===== src/rtl/serial_add_pkg.sv =====
// Shared types and helpers for the bit-serial adder controller.
package serial_add_pkg;

    typedef enum logic [1:0] {
        StIdle = 2'd0,
        StRun  = 2'd1,
        StDone = 2'd2
    } state_e;

    // Counter width: max(1, clog2(width)) so WIDTH=1 still gets a one-bit counter.
    function automatic int unsigned cnt_width(input int unsigned width);
        if (width <= 1) begin
            return 1;
        end
        return $clog2(width);
    endfunction

endpackage


===== src/rtl/FullAdderOneBit.sv =====
// Purely combinational one-bit full adder.
module FullAdderOneBit (
    input  logic a,
    input  logic b,
    input  logic c_in,
    output logic sum,
    output logic c_out
);

    assign sum   = a ^ b ^ c_in;
    assign c_out = (a & b) | (c_in & (a ^ b));

endmodule


===== src/rtl/serial_adder_ctrl.sv =====
// Bit-serial WIDTH-bit adder: one full adder sequenced LSB-first over WIDTH cycles,
// with valid/ready handshakes on the operand and result sides.
module serial_adder_ctrl
    import serial_add_pkg::*;
#(
    parameter int unsigned WIDTH = 8
) (
    input  logic             clk,
    input  logic             rst_n,
    input  logic             in_valid,
    output logic             in_ready,
    input  logic [WIDTH-1:0] a,
    input  logic [WIDTH-1:0] b,
    input  logic             c_in,
    output logic             out_valid,
    input  logic             out_ready,
    output logic [WIDTH-1:0] sum,
    output logic             c_out
);

    localparam int unsigned     CntW    = cnt_width(WIDTH);
    localparam logic [CntW-1:0] CntLast = CntW'(WIDTH - 1);

    state_e            state_q, state_d;
    logic [WIDTH-1:0]  shift_a_q, shift_a_d;
    logic [WIDTH-1:0]  shift_b_q, shift_b_d;
    logic [WIDTH-1:0]  sum_sr_q, sum_sr_d;
    logic [WIDTH-1:0]  sum_q, sum_d;
    logic              c_out_q, c_out_d;
    logic              carry_q, carry_d;
    logic [CntW-1:0]   cnt_q, cnt_d;
    logic              fa_sum;
    logic              fa_cout;

    FullAdderOneBit u_fa (
        .a     (shift_a_q[0]),
        .b     (shift_b_q[0]),
        .c_in  (carry_q),
        .sum   (fa_sum),
        .c_out (fa_cout)
    );

    always_comb begin
        state_d   = state_q;
        shift_a_d = shift_a_q;
        shift_b_d = shift_b_q;
        sum_sr_d  = sum_sr_q;
        sum_d     = sum_q;
        c_out_d   = c_out_q;
        carry_d   = carry_q;
        cnt_d     = cnt_q;

        unique case (state_q)
            StIdle: begin
                if (in_valid) begin
                    shift_a_d = a;
                    shift_b_d = b;
                    carry_d   = c_in;
                    cnt_d     = '0;
                    state_d   = StRun;
                end
            end
            StRun: begin
                shift_a_d = shift_a_q >> 1;
                shift_b_d = shift_b_q >> 1;
                // New bit enters at the MSB; written this way so WIDTH=1 needs no special case.
                sum_sr_d            = sum_sr_q >> 1;
                sum_sr_d[WIDTH-1]   = fa_sum;
                carry_d             = fa_cout;
                cnt_d               = cnt_q + CntW'(1);
                if (cnt_q == CntLast) begin
                    sum_d   = sum_sr_d;
                    c_out_d = fa_cout;
                    state_d = StDone;
                end
            end
            StDone: begin
                if (out_ready) begin
                    state_d = StIdle;
                end
            end
            default: state_d = StIdle;
        endcase
    end

    always_ff @(posedge clk) begin
        if (!rst_n) begin
            state_q   <= StIdle;
            shift_a_q <= '0;
            shift_b_q <= '0;
            sum_sr_q  <= '0;
            sum_q     <= '0;
            c_out_q   <= 1'b0;
            carry_q   <= 1'b0;
            cnt_q     <= '0;
        end else begin
            state_q   <= state_d;
            shift_a_q <= shift_a_d;
            shift_b_q <= shift_b_d;
            sum_sr_q  <= sum_sr_d;
            sum_q     <= sum_d;
            c_out_q   <= c_out_d;
            carry_q   <= carry_d;
            cnt_q     <= cnt_d;
        end
    end

    // Handshake outputs depend on the state register only.
    assign in_ready  = (state_q == StIdle);
    assign out_valid = (state_q == StDone);
    assign sum       = sum_q;
    assign c_out     = c_out_q;

endmodule


===== config.mk =====
export PLATFORM = sky130hd
export DESIGN_NAME = serial_adder_ctrl
export DESIGN_NICKNAME = d
export VERILOG_FILES = /design/src/rtl/serial_add_pkg.sv /design/src/rtl/FullAdderOneBit.sv /design/src/rtl/serial_adder_ctrl.sv
export SDC_FILE = /design/constraint.sdc
export NUM_CORES = 1
export LEC_CHECK = 0
export ABC_AREA = 1
export BUFFER_PORTS_ARGS = -buffer_cell sky130_fd_sc_hd__buf_4
export CORE_MARGIN = 3
export CORE_UTILIZATION = 55
export DETAILED_ROUTE_END_ITERATION = 16
export PLACE_DENSITY = 0.79
export SLEW_MARGIN = 10
export SYNTH_ARGS = -nofsm -noshare
export SYNTH_HDL_FRONTEND = slang
export SYNTH_SLANG_ARGS = --single-unit

===== constraint.sdc =====
create_clock -name clk -period 2.5 [get_ports clk]
set_input_delay 0.125 -clock clk [delete_from_list [all_inputs] [get_ports clk]]
set_output_delay 0.125 -clock clk [all_outputs]
set_load 0.005 [all_outputs]

# After elaboration in Yosys (flattened, before gate mapping)
# Cells that the tools add are included.
[op_classes]
eq_ne = 6
n_lt_le_gt_ge = 0
bitwise = 5
muxes = 12
shift = 0
mul = 0
n_reduce_logical = 5
add_sub_neg = 1
div_mod_pow = 0
[op_table]
columns = ["operator", "n"]
rows = [
  ["case mux 8 bit (2 select lines)", 2],
  ["2-to-1 mux 8 bit", 2],
  ["2-to-1 mux 2 bit", 3],
  ["case mux 2 bit (3 select lines)", 1],
  ["case mux 3 bit (2 select lines)", 1],
  ["inequality test 2 bit, second input constant", 2],
  ["AND reduction 2 bit", 2],
  ["adder 3 x 1 -> 3 bit, second input constant", 1],
  ["== test 3 bit, second input constant", 1],
  ["2-to-1 mux 3 bit", 1],
  ["AND reduction 3 bit", 1],
  ["AND 1 bit", 2],
  ["== test 2 x 1 -> 1 bit, second input constant", 1],
  ["== test 2 bit, second input constant", 1],
  ["zero test 2 bit", 1],
  ["inequality test 2 x 1 -> 1 bit, second input constant", 1],
  ["case mux 1 bit (2 select lines)", 1],
  ["nonzero test 2 bit", 1],
  ["XOR 1 bit", 2],
  ["2-to-1 mux 1 bit", 1],
  ["OR 1 bit", 1],
]
[totals]
input_bits = 21
mem_bits_ro = 0
n_memories = 0
latch_bits = 0
ff_bits = 39
mem_bits_rw = 0
output_inout_bits = 11

# Longest topological paths before layout
# Gate-level depths: netlist of run 1.
[depth]
depth_word = 4
ltp_mapped = 6

# Modules after synthesis
# From an unflattened synthesis of run 1, not the netlist that was laid out.
[unflattened]
cells_unflattened = 273
hier_area_um2 = 1793.0
[by_module_without_submodules]
columns = ["mod", "area_each_um2", "instances", "cells_per_inst"]
rows = [
  ["serial_adder_ctrl", 1773.0, 1, 272],
  ["FullAdderOneBit", 20.0, 1, 1],
]

# Worst setup path before layout of run 1
# OpenSTA, ideal clock, no wires.
[synth_timing]
path_type = "flip-flop to flip-flop"
from = "register cnt_q[0]"
to = "register c_out_q (netlist: c_out)"
setup_time_ps = 116
path_buffers = 0
slack_ps = 1342
arrival_ps = 1043
path_stages_with_launch = 7
path_cell_list = "dfxtp_1 > ha_1 > ha_1 > nand2_1 > nor2_4 > o21ai_0 > nor2_1"
[synth_between]
elab_chain_cells = 2
[synth_lines]
columns = ["item", "line_no", "rtl"]
rows = [
  ["from (decl)", "serial_adder_ctrl.sv:31", "logic [CntW-1:0] cnt_q, cnt_d;"],
  ["from (signal assigned)", "serial_adder_ctrl.sv:104", "cnt_q <= cnt_d;"],
  ["== test 3 bit", "serial_adder_ctrl.sv:71", "if (cnt_q == CntLast) begin"],
  ["AND reduction 2 bit (no line)", "-", ""],
  ["to (signal assigned)", "serial_adder_ctrl.sv:102", "c_out_q <= c_out_d;"],
  ["to (decl)", "serial_adder_ctrl.sv:29", "logic c_out_q, c_out_d;"],
]
# No other way between the ends.
# A chain may end at the register's enable or synchronous reset.

# Worst setup path in the final report of run 1
[layout_timing]
from = "register state_q[0]"
to = "output port in_ready"
[layout_between]
elab_chain_cells = 1
[layout_lines]
columns = ["item", "line_no", "rtl"]
rows = [
  ["from (decl)", "serial_adder_ctrl.sv:24", "state_e state_q, state_d;"],
  ["from (signal assigned)", "serial_adder_ctrl.sv:88", "state_q <= StIdle;"],
  ["from (signal assigned)", "serial_adder_ctrl.sv:97", "state_q <= state_d;"],
  ["zero test 2 bit", "serial_adder_ctrl.sv:109", "assign in_ready = (state_q == StIdle);"],
  ["to (decl)", "serial_adder_ctrl.sv:11", "output logic in_ready,"],
]
# No other way between the ends.

==> results.md, run 1 <==
* Run status: complete, no violations
* Critical Path Fanout Max at 12
* Hold WS at 0.02687 ns
* Root buffer cell: clkbuf_4
* FP Rows at 19
* Min Tclk post-route at 1.509 ns
* Wirelength per Cell at 10.16 um
* Num CTS Buffers at 5
* Die W at between 60 and 70 um
* Worst skew pair latency at 0.34 ns
* Period utilization at 60.37%
* Worst Setup Start Kind: flop
* Worst Tran Pin Value at 0.3848 ns
* Post-Route WL at 3.323 mm
* Final Power at 1.152 mW
* Worst-case clock buffer depth at 2
* Sequential area share after synthesis at 44.22%
* PD cells at about 570 nW/um^2
* Initial antenna violation count at 0
* Initial DRC count at 92
* Yosys warning total at 0
* Antenna-violating nets left at 0
* First-pass GRT wire length at roughly 5.7 mm
* Worst Reg-to-Reg Cells at 5
* Most frequent cells in the layout: nand2_1, nor2_1, dfxtp_1
* Commonest non-fill, non-tap cell in the layout: nand2_1
* M1 WL at 1.586 mm
* Internal reg-to-reg setup slack at 1.04 ns
* Die area at 3835 um^2
* Starting Density at roughly three fifths
* Area post-placement at 1957 um^2
* Clock-pin slew on the worst setup and hold paths at 0.11 ns
* Net count of the mapped netlist at 280
* Setup crit start: state_q[0]$_SDFFE_PN0P_
* Met2 routed WL at 1.491 mm
* Fin. max-slew vios at 0
* CP required at 2.38 ns
* Fmax at 0.6625 GHz
* Leakage at approximately 1.0 nW
* H-tree levels at 2
* # diodes at 0
* Design area at 2008 um^2
* Final Hold Viols at 0
* Core region area at around 2900 um^2
* Largest net degree at the start of global routing at 37
* Setup CP Type: flop to output pin
* RSZ-0062 raised after global routing: no
* Vias in the first global route at 1320
* Post-route DRC violation count at 0
* Synth Area per Inst at 6.720 um^2
* Final setup margin at about 0.99 ns
* Crit path to: in_ready
* Via Count at 1504
* Crit path DAT at about 1.4 ns
* Reg-to-reg startpoint: state_q[0]$_SDFFE_PN0P_
* Place WS at 1.071 ns
* Setup TNS at 0 ns
* Total Routing Usage GR at about 20%
* Layout cells sized above 1 at 16.14%
* Element type at the critical path end: output pin
* Slew margin rel. at ~74%
* Post-synthesis cell type count at 18
* HPWL after DPL at 2.265 mm
* GPL Wtd Cong at 0.8023
* IO buf count at 31
* RR Endpoint: cnt_q[1]$_SDFFE_PN0P_
* Total gr overflow at 0
* Worst hold path class: input port to flop
* Detailed route wirelength on metal3 at 223 um
* I/O pin total at 32
* Clk sinks at 38
* Worst VDD drop at 0.3258 mV
* NumNets Final at 310
* Final setup fails at 0
* Max layer used: met4
* Final Skew at 0.006735 ns
* Drt pass-1 iters at 4
* Netlist Area Pre-Place at 1720 um^2
* Area Overhead vs Synth at 16.73%
* Hold-fix buffers, CTS at 0
* Die Ht at 61.93 um
* Mapped Cells at 256
* TritonCTS clock tree: done
* Total of max-cap violations at 0
* Vias/cell at 4.599
* Setup bufs post-CTS at 0
* Cts repair resizes at 0
* Seq cells post-synth at 38
worst min-delay path by stage:
stage | from | endpoint | slack (ns) | cells past startpoint
2_1_floorplan | in_valid | shift_a_q[7]$_SDFFE_PN0P_ | 0.29 | 2
3_3_place_gp | out_ready | state_q[1]$_SDFFE_PN0P_ | 0.39 | 4
3_5_place_dp | out_ready | state_q[1]$_SDFFE_PN0P_ | 0.39 | 4
4_1_cts | out_ready | state_q[1]$_SDFFE_PN0P_ | 0.01 | 4
5_1_grt | out_ready | state_q[1]$_SDFFE_PN0P_ | 0.03 | 4
6_report | out_ready | state_q[1]$_SDFFE_PN0P_ | 0.03 | 4
power breakdown:
| part | internal, mW | switching (mW) |
|---|---|---|
| registers | 0.643 | 0.0201 |
| clock network | 0.127 | 0.188 |
| logic | 0.0754 | 0.0988 |
| total | 0.845 | 0.307 |
state kept, by name (all words and copies together) (netlist names):
name and flops:
shift_a_q 8, carry_q 1, cnt_q 3, shift_b_q 8, sum 8, sum_sr_q 7
c_out 1, state_q 2
kinds of logic (layout without fill, tap and decap cells):
kind of cell    Yosys count  in the layout  share of synthesized area, %
compound gates           38             38                         11.71
fa+ha+maj                 3              3                         2.618
buf+inv                  50             79                         12.87
flops                    38             38                         44.22
simple gates            127            127                         28.58
Yosys cell counts (all sizes together):
cell	instances	share of area [%]
buf	9	3.9
clkbuf	3	0.65
o21ai	11	3.9
ha	2	1.5
a21oi	27	7.9
inv	38	8.3
nor2	40	9.3
nand2	85	19
nand3	2	0.58
dfxtp	38	44
fa	1	1.2
routing by layer:
layer,track usage [%],up-vias
li1,-,820
met5,0,-
met2,30.64,39
met4,6.364,0
met1,26.72,643
met3,8.058,2
critical path, cell delays in order (launching register included):
cell and delay (ns):
dfxtp_1 0.57, buf_4 0.25, nor2_1 0.08, buf_4 0.15
area by class of cell:
type	instances	area (um^2)
clock buffer	6	51.30
fill	281	868.3
inverter	38	142.6
multi-input combinational	168	738.2
sequential	38	760.7
tap	42	52.55
timing repair buffer	35	262.8
metrics by stage:
| stage | utilization, % | cells |
|---|---|---|
| finish | 69.81 | 327 |
| global route | 69.81 | 327 |
| CTS | 69.81 | 327 |
| detailed placement | 68.03 | 321 |
| global placement | 68.03 | 321 |
| floorplan | - | 256 |
Note: power is estimated with default switching activity, not from simulation.
==> run 2: changes to the inputs <==
--- a/config.mk
+++ b/config.mk
@@ -8,9 +8,9 @@
 export ABC_AREA = 1
 export BUFFER_PORTS_ARGS = -buffer_cell sky130_fd_sc_hd__buf_4
 export CORE_MARGIN = 3
-export CORE_UTILIZATION = 55
+export CORE_UTILIZATION = 54
 export DETAILED_ROUTE_END_ITERATION = 16
-export PLACE_DENSITY = 0.79
+export PLACE_DENSITY = 0.78
 export SLEW_MARGIN = 10
 export SYNTH_ARGS = -nofsm -noshare
 export SYNTH_HDL_FRONTEND = slang
==> constraint.sdc (replaced) <==
create_clock -name clk -period 1.4 [get_ports clk]
set_input_delay 0.07 -clock clk [delete_from_list [all_inputs] [get_ports clk]]
set_output_delay 0.07 -clock clk [all_outputs]
set_load 0.005 [all_outputs]
==> results.md, run 2 (synthesized netlist as in run 1, its figures left out) <==
* Fmax at 0.7579 GHz
* Most frequent cells in the layout: nand2_1, nor2_1, inv_1
* CP required at 1.68 ns (-0.70 ns)
* First-pass GRT wire length at 5.899 mm (+4.3%)
* Most used cell, CP: ha_1
* Element type at the critical path end: flop
* Run status: complete, no violations
* Cell Chain, Critical Path: ha_1 > ha_1 > nand2_2 > nor2_4 > nand2_1 > a21oi_1
* Clk sinks at 38 (unchanged)
* Slew margin rel. at 73.91% (-0.41 points)
* Setup CP Type: flop to flop
* Total Routing Usage GR at 18.70% (-1.6 points)
* Design area at 2086 um^2 (+3.9%)
* Final Hold Viols at 0 (unchanged)
* NumNets Final at 315 (+1.6%)
* Critical path buffer and inverter count at 0 (-2)
* Root buffer cell: clkbuf_4
* Layout cells sized above 1 at 18.84% (+2.7 points)
* H-tree levels at 2 (unchanged)
* Worst Setup Start Kind: flop
* Worst path top cell family by delay: simple AND/OR/NAND/NOR gates
* Antenna-violating nets left at 0 (unchanged)
* Clock-pin slew on the worst setup and hold paths at 0.12 ns (about the same)
* Worst Tran Pin Value at 0.3910 ns (+0.006202 ns)
* Die W at 62.45 um (+0.83%)
* HPWL after DPL at 2.313 mm (+2.1%)
* Total gr overflow at 0 (unchanged)
* Area post-placement at 1984 um^2 (+1.4%)
* # diodes at 0 (unchanged)
* Die Ht at 62.45 um (+0.83%)
* Commonest non-fill, non-tap cell in the layout: nand2_1
* Crit path DAT at 1.60 ns (+0.22 ns)
* Setup TNS at 0 ns (unchanged)
* I/O pin total at 32 (unchanged)
* Die area at 3899 um^2 (+1.7%)
* Total of max-cap violations at 0 (unchanged)
* TritonCTS clock tree: done
* Wirelength per Cell at 10.41 um (+2.4%)
* Min Tclk post-route at between 1 and 1.5 ns
* Worst-case clock buffer depth at 2 (unchanged)
* Core region area at 2900 um^2 (+0.83%)
* RSZ-0062 raised after global routing: no
* Setup bufs post-CTS at 0 (unchanged)
* Leakage at 1.033 nW (+2.9%)
* Vias in the first global route at 1398 (+5.9%)
* Largest net degree at the start of global routing at 37 (unchanged)
* Post-Route WL at 3.476 mm (+4.6%)
* Drt pass-1 iters at 4 (unchanged)
* Fin. max-slew vios at 0 (unchanged)
* Area Overhead vs Synth at 21.24%
* Vias/cell at 4.659 (+1.3%)
* Worst skew pair latency at 0.35 ns (about the same)
* Slowest CP cell: dfxtp_1
* Worst hold path class: input port to flop
* Initial antenna violation count at 0 (unchanged)
* Num CTS Buffers at 5 (unchanged)
* IO buf count at 31 (unchanged)
* FP Rows at 19 (unchanged)
* GPL Wtd Cong at 0.7405 (-7.7%)
* Starting Density at 59.32% (-0.49 points)
* Period utilization at 94.25%
* Final Skew at 0.006173 ns (-0.0005627 ns)
* Final setup fails at 0 (unchanged)
* Critical Path Fanout Max at 5 (-7)
* PD cells at 1019 nW/um^2 (+78%)
* Via Count at 1556 (+3.5%)
* Initial DRC count at 105 (+14%)
* Post-route DRC violation count at 0 (unchanged)
* Critical Path Max Stage Delay at 0.36 ns (-0.21 ns)
* Worst VDD drop at 0.8282 mV (+150%)
-- run 2: layout make-up --
| type | count | area (um^2) |
|---|---|---|
| fill | 256 | 814.5 |
| sequential | 38 | 764.5 |
| multi-input combinational | 169 | 752.0 |
| timing repair buffer | 39 | 310.3 |
| inverter | 38 | 142.6 |
| tap | 42 | 52.55 |
| clock buffer | 6 | 51.30 |
| clock inverter | 2 | 12.51 |
-- run 2: routing by layer --
metal | share of wire [%] | GRT usage, %
met1 | 49 | 23.06
met2 | 44 | 29.96
met3 | 4.8 | 5.755
met4 | 2.2 | 8.264
met5 | 0 | 0
-- run 2: worst register-to-register path, stage by stage, from the launching register on --
cell and delay [ns]:
dfxtp_1 0.36, ha_1 0.15, ha_1 0.18, nand2_2 0.12, nor2_4 0.20, nand2_1 0.07, a21oi_1 0.17
-- run 2: metrics by stage --
step	power [mW]	worst slack, ns	hold WS [ns]	utilization (%)	instances
finish	2.126	0.08056	0.01731	71.92	334
global route	2.259	0.01219	0.006383	71.92	334
CTS	2.144	0.04472	0.001009	71.31	333
detailed placement	1.531	0.07436	0.3295	68.42	323
global placement	1.525	0.1603	0.3285	68.42	323
floorplan	1.433	0.2416	0.2344	-	256
-- run 2: power by group --
part / switching [mW] / leakage, nW / internal, mW
registers: 0.0350 / 0.314 / 1.15
logic: 0.182 / 0.685 / 0.148
clock network: 0.371 / 0.0343 / 0.241
-- run 2: final timing paths --
path,startpoint,endpoint,slack (ns),cells past startpoint
max,cnt_q[1]$_SDFFE_PN0P_,sum[6]$_SDFFE_PN0P_,0.08,6
min reg2reg,sum[1]$_SDFFE_PN0P_,sum[1]$_SDFFE_PN0P_,0.47,2
max reg2reg,cnt_q[1]$_SDFFE_PN0P_,sum[6]$_SDFFE_PN0P_,0.08,6
min,b[7],shift_b_q[7]$_SDFFE_PN0P_,0.02,3
-- run 2: timing repair --
item	CTS	global route
resized for setup	0	5
endpoints found under the setup margin	0	7
hold endpoints to repair	2	0
hold buffers	2	0
